$ cat config.mk
export PLATFORM = sky130hd
export DESIGN_NAME = sdram_port_arbiter
export DESIGN_NICKNAME = d
export VERILOG_FILES = /design/src/rtl/sdram_port_arbiter.sv
export SDC_FILE = /design/constraint.sdc
export NUM_CORES = 1
export LEC_CHECK = 0
export ABC_AREA = 1
export BUFFER_PORTS_ARGS = -buffer_cell sky130_fd_sc_hd__buf_2
export CAP_MARGIN = 20
export CORE_MARGIN = 2
export CORE_UTILIZATION = 52
export CTS_CLUSTER_SIZE = 20
export DETAILED_ROUTE_END_ITERATION = 10
export PLACE_DENSITY = 0.85
export SLEW_MARGIN = 20
export SYNTH_ARGS = -nofsm -noshare
export SYNTH_HDL_FRONTEND = slang
export SYNTH_SLANG_ARGS = --single-unit
export TNS_END_PERCENT = 1
$ cat constraint.sdc
create_clock -name CLK -period 2.18 [get_ports CLK]
set_input_delay 0.327 -clock CLK [delete_from_list [all_inputs] [get_ports CLK]]
set_output_delay 0.327 -clock CLK [all_outputs]
set_load 0.02 [all_outputs]
$ cat src/rtl/sdram_port_arbiter.sv
// Two-port arbiter that serialises READA/WRITEA commands to the SDRAM controller, with an ack watchdog.
// Define ARB_RR_EN for round-robin arbitration; otherwise port 0 has fixed priority.
module sdram_port_arbiter #(
    parameter int ADDR_W  = 23,
    parameter int TIMEOUT = 1023,
    parameter int TO_W    = 10
) (
    input  logic              CLK,
    input  logic              RESET_N,
    input  logic              READY,
    input  logic              REQ0,
    input  logic              REQ1,
    input  logic              WR0,
    input  logic              WR1,
    input  logic [ADDR_W-1:0] ADDR0,
    input  logic [ADDR_W-1:0] ADDR1,
    output logic              ACK0,
    output logic              ACK1,
    output logic              ERR,
    output logic              GNT,
    output logic              BUSY,
    output logic [2:0]        CMD,
    output logic [ADDR_W-1:0] ADDR,
    input  logic              CMD_ACK
);

    typedef enum logic [1:0] {IDLE, WAIT, GAP} state_t;

    localparam logic [2:0]      CMD_NOP    = 3'b000;
    localparam logic [2:0]      CMD_READA  = 3'b001;
    localparam logic [2:0]      CMD_WRITEA = 3'b010;
    localparam logic [TO_W-1:0] TO_LIM     = TO_W'(TIMEOUT);

    state_t            state, state_nxt;
    logic [TO_W-1:0]   wd, wd_nxt;
    logic [2:0]        cmd_nxt;
    logic [ADDR_W-1:0] addr_nxt;
    logic              ack0_nxt, ack1_nxt, err_nxt, gnt_nxt;
    logic              win;

`ifdef ARB_RR_EN
    logic last_gnt, last_gnt_nxt;

    // Under contention the port that did not win last time goes next.
    always_comb begin
        if (REQ0 && REQ1) win = ~last_gnt;
        else              win = ~REQ0;
    end

    always_ff @(posedge CLK or negedge RESET_N) begin
        if (!RESET_N) last_gnt <= 1'b1;
        else          last_gnt <= last_gnt_nxt;
    end
`else
    always_comb win = ~REQ0;
`endif

    always_comb begin
        state_nxt = state;
        wd_nxt    = wd;
        cmd_nxt   = CMD;
        addr_nxt  = ADDR;
        gnt_nxt   = GNT;
        ack0_nxt  = 1'b0;
        ack1_nxt  = 1'b0;
        err_nxt   = 1'b0;
`ifdef ARB_RR_EN
        last_gnt_nxt = last_gnt;
`endif
        case (state)
            IDLE: begin
                if (READY && (REQ0 || REQ1)) begin
                    gnt_nxt   = win;
                    addr_nxt  = win ? ADDR1 : ADDR0;
                    cmd_nxt   = (win ? WR1 : WR0) ? CMD_WRITEA : CMD_READA;
                    wd_nxt    = '0;
                    state_nxt = WAIT;
`ifdef ARB_RR_EN
                    last_gnt_nxt = win;
`endif
                end
            end
            WAIT: begin
                wd_nxt = wd + TO_W'(1);
                // An acknowledge in the timeout cycle still counts as success.
                if (CMD_ACK) begin
                    cmd_nxt   = CMD_NOP;
                    ack0_nxt  = ~GNT;
                    ack1_nxt  = GNT;
                    state_nxt = GAP;
                end else if (wd == TO_LIM) begin
                    cmd_nxt   = CMD_NOP;
                    err_nxt   = 1'b1;
                    state_nxt = GAP;
                end
            end
            GAP: begin
                cmd_nxt   = CMD_NOP;
                state_nxt = IDLE;
            end
            default: begin
                cmd_nxt   = CMD_NOP;
                state_nxt = IDLE;
            end
        endcase
    end

    always_ff @(posedge CLK or negedge RESET_N) begin
        if (!RESET_N) begin
            state <= IDLE;
            wd    <= '0;
            CMD   <= CMD_NOP;
            ADDR  <= '0;
            GNT   <= 1'b0;
            ACK0  <= 1'b0;
            ACK1  <= 1'b0;
            ERR   <= 1'b0;
            BUSY  <= 1'b0;
        end else begin
            state <= state_nxt;
            wd    <= wd_nxt;
            CMD   <= cmd_nxt;
            ADDR  <= addr_nxt;
            GNT   <= gnt_nxt;
            ACK0  <= ack0_nxt;
            ACK1  <= ack1_nxt;
            ERR   <= err_nxt;
            BUSY  <= (state_nxt != IDLE);
        end
    end

endmodule

==> results_dict.tcl <==
set metrics [dict create \
    status "finished, final reports clean" \
    fin_tns_setup_ns 0 \
    routabilityCongestion 0.889 \
    avgSynthCellArea_um2 7.96 \
    n_fill_cell 338 \
    intPower_mw 1.57 \
    ys_ff_latch 42 \
    path_common_cell "nand2_1" \
    setup_viol 0 \
    dr.pass1.iters 4 \
    critPathMaxStageDelay_ns 0.41 \
    grt_max_degree 47 \
    cts_tree "done" \
    path_class "reg -> reg" \
    overflow 0 \
    area_growth_pct 24.3 \
    critPathMaxFanout 4 \
    synthDistinctLibCells 23 \
    final_core_util_pct 66.8 \
    cts_buffer_depth 2 \
    path_cells "ha_1 -> nand2_1 -> nor2_1 -> nand3_1 -> nand2_1 -> nand2_1 -> nand2_1 -> nand2_1" \
    comb_power_share_pct 36.0 \
    rows 23 \
    cp-start-kind "register" \
    reg2reg_to "CMD[0]$_DFFE_PN0P_" \
    nets 406 \
    insertion_delay_ns 0.30 \
    die_area_um2 4660 \
    cp-end-kind "register" \
    drt_wl_total_um 4750 \
    leakage_nw 1.50 \
    cts_resized 0 \
    grt_usage_pct 23.5 \
    num_antenna_cells 0 \
    timing.final.hold_violations 0 \
    period_minus_slack_ns 1.40 \
    min-delay-start "CMD_ACK" \
    numPlacedInstances 393 \
    rr_startpoint "wd[0]$_DFFE_PN0P_" \
    cp.required_ns 2.38 \
    hold_path_end "ERR$_DFF_PN0_" \
    grt_setup_unrepaired "no" \
    maxCapViolCount 0 \
    die_x_um 68.3 \
    min_path_cells 2 \
    instances_no_fill 402 \
    cp_num_buf_inv 0 \
    reg2reg_depth 8 \
    first_iter_violations 154 \
    p_per_area_nw_per_um2 964 \
    syn_inst 270 \
    io_buffers 83 \
    fp.dieH_um 68.3 \
    grt_pass1_wl_um 8100 \
    hpwl_um 3590 \
    layout_common_cells "83 x nand2_1, 83 x buf_2, 42 x dfrtp_1" \
    ys.warnings.count 0 \
    syn-num-nets 325 \
    fin_skew_ns 0.00520 \
    vias 1948 \
    grt_pass1_vias 1881 \
    synth-seq-area-share_pct 48.9 \
    start_util_pct 53.7 \
    fin_crit_sh_pct 64.4 \
    antenna_left 0 \
    fp.coreArea_um2 4000 \
    hp-class "in -> reg" \
    timing.final.max_slew_violations 0 \
    wl_per_cell_um 11.8 \
    antenna_found_initial 0 \
    power_frac_seq_pct 43.8 \
    drive_above_1_share_pct 31.8 \
    ios 85 \
    synth_area_um2 2150 \
    viasPerCell 4.85 \
    critPathArrivalTime_ns 1.60 \
    numCtsBuffers 5 \
    fmax_mhz 712 \
    root_buffer "clkbuf_8" \
    ff2ff_setup_slack_ns 0.78 \
    crit_slowest_cell "dfrtp_1" \
    h-tree-depth 2 \
    cts.sinks 42 \
    vdd_drop_max_uv 428 \
    netSwitchingPower_mw 1.01 \
    clkSlewWorstSetupHoldPaths_ns 0.08 \
    cpLargestDelayFamily "simple AND/OR/NAND/NOR gates" \
    p_clk_share_pct 20.3 \
    drc 0 \
    swShare_pct 39.1 \
]
-- layer usage --
layer	vias up	routed length, µm	global-route usage (%)	part of all wire, %
met3	9	279	5.76	5.9
met1	872	1940	25.7	41
li1	1000	-	-	-
met4	0	97	9.25	2.0
met2	67	2430	43.4	51
met5	-	0	0	0
-- worst max-delay path by stage --
stage	startpoint	to	slack, ns	cells past startpoint
final	wd[0]$_DFFE_PN0P_	CMD[0]$_DFFE_PN0P_	0.78	8
after detailed placement	REQ0	ADDR[19]$_DFFE_PN0P_	0.71	5
after floorplan	wd[0]$_DFFE_PN0P_	CMD[0]$_DFFE_PN0P_	1.00	8
after CTS	wd[0]$_DFFE_PN0P_	CMD[0]$_DFFE_PN0P_	0.77	8
after global placement	REQ0	ADDR[16]$_DFFE_PN0P_	0.78	5
after global routing	wd[0]$_DFFE_PN0P_	CMD[1]$_DFFE_PN0P_	0.52	8
-- cells in the mapped netlist --
master     n  share of area (%)
o21ai_2   11                4.5
clkbuf_1   2               0.35
nand2_4    1               0.52
nand3_1   11                2.6
dfrtp_1   42                 49
nor2_4     3                1.6
buf_6      6                3.1
o22ai_1    1               0.29
o21ai_1   16                3.7
nand2_1   83                 15
nand4_1    2               0.58
buf_2      5                1.2
o211ai_2   1               0.58
o21ai_0   28                6.5
inv_1     36                6.3
conb_1     1               0.17
ha_1       1               0.58
inv_2      2               0.35
a21oi_1    2               0.47
nor3_1     2               0.47
buf_4      1               0.35
nor2_1    12                2.1
or2_0      1               0.29
-- sequential cells by signal, indices dropped and copies added (netlist names) --
signal,flops
ERR,1
GNT,1
ACK1,1
state,2
wd,10
BUSY,1
ADDR,23
CMD,2
ACK0,1
-- cells by family (layout without fill, tap and decap cells) --
kind of cell / Yosys count / in the layout / share of synthesized area (%)
simple gates: 115 / 115 / 22.6
compound gates: 59 / 59 / 16.1
buf+inv: 52 / 134 / 11.6
flops: 42 / 42 / 48.9
fa+ha+maj: 1 / 1 / 0.582
other cells: 1 / 1 / 0.175
-- stage by stage --
step	power, mW	setup slack, ns	area [µm²]	hold WS, ns
6_report	2.58	0.775	2670	0.239
5_1_grt	2.75	0.518	2670	0.254
4_1_cts	2.58	0.773	2670	0.231
3_5_place_dp	2.07	0.713	2570	0.242
3_3_place_gp	2.02	0.781	2570	0.233
2_1_floorplan	1.74	1.00	2150	0.0314
-- power by group through the flow --
stage                     Sequential [mW]  Combinational (mW)  Clock, mW
after detailed placement             1.14               0.931          0
after CTS                            1.13               0.935      0.521
after global placement               1.13               0.894          0
after global routing                 1.16                1.03      0.558
final                                1.13               0.926      0.523
after floorplan                      1.34               0.400          0
-- layout make-up --
cell class / count / area (µm²) / area share, %
clock inverters: 1 / 5.00 / 0.187
clock buffers: 7 / 86.3 / 3.23
multi-input cells: 176 / 856 / 32.0
inverters: 38 / 143 / 5.34
flip-flops and latches: 42 / 1050 / 39.3
repair buffers: 88 / 468 / 17.5
well taps: 50 / 62.6 / 2.34
-- timing repair --
item	CTS	global route
buffers inserted	0	0
hold buffers	1	0
hold endpoints to repair	12	0
No activity file was read; power rests on OpenSTA's default activity.
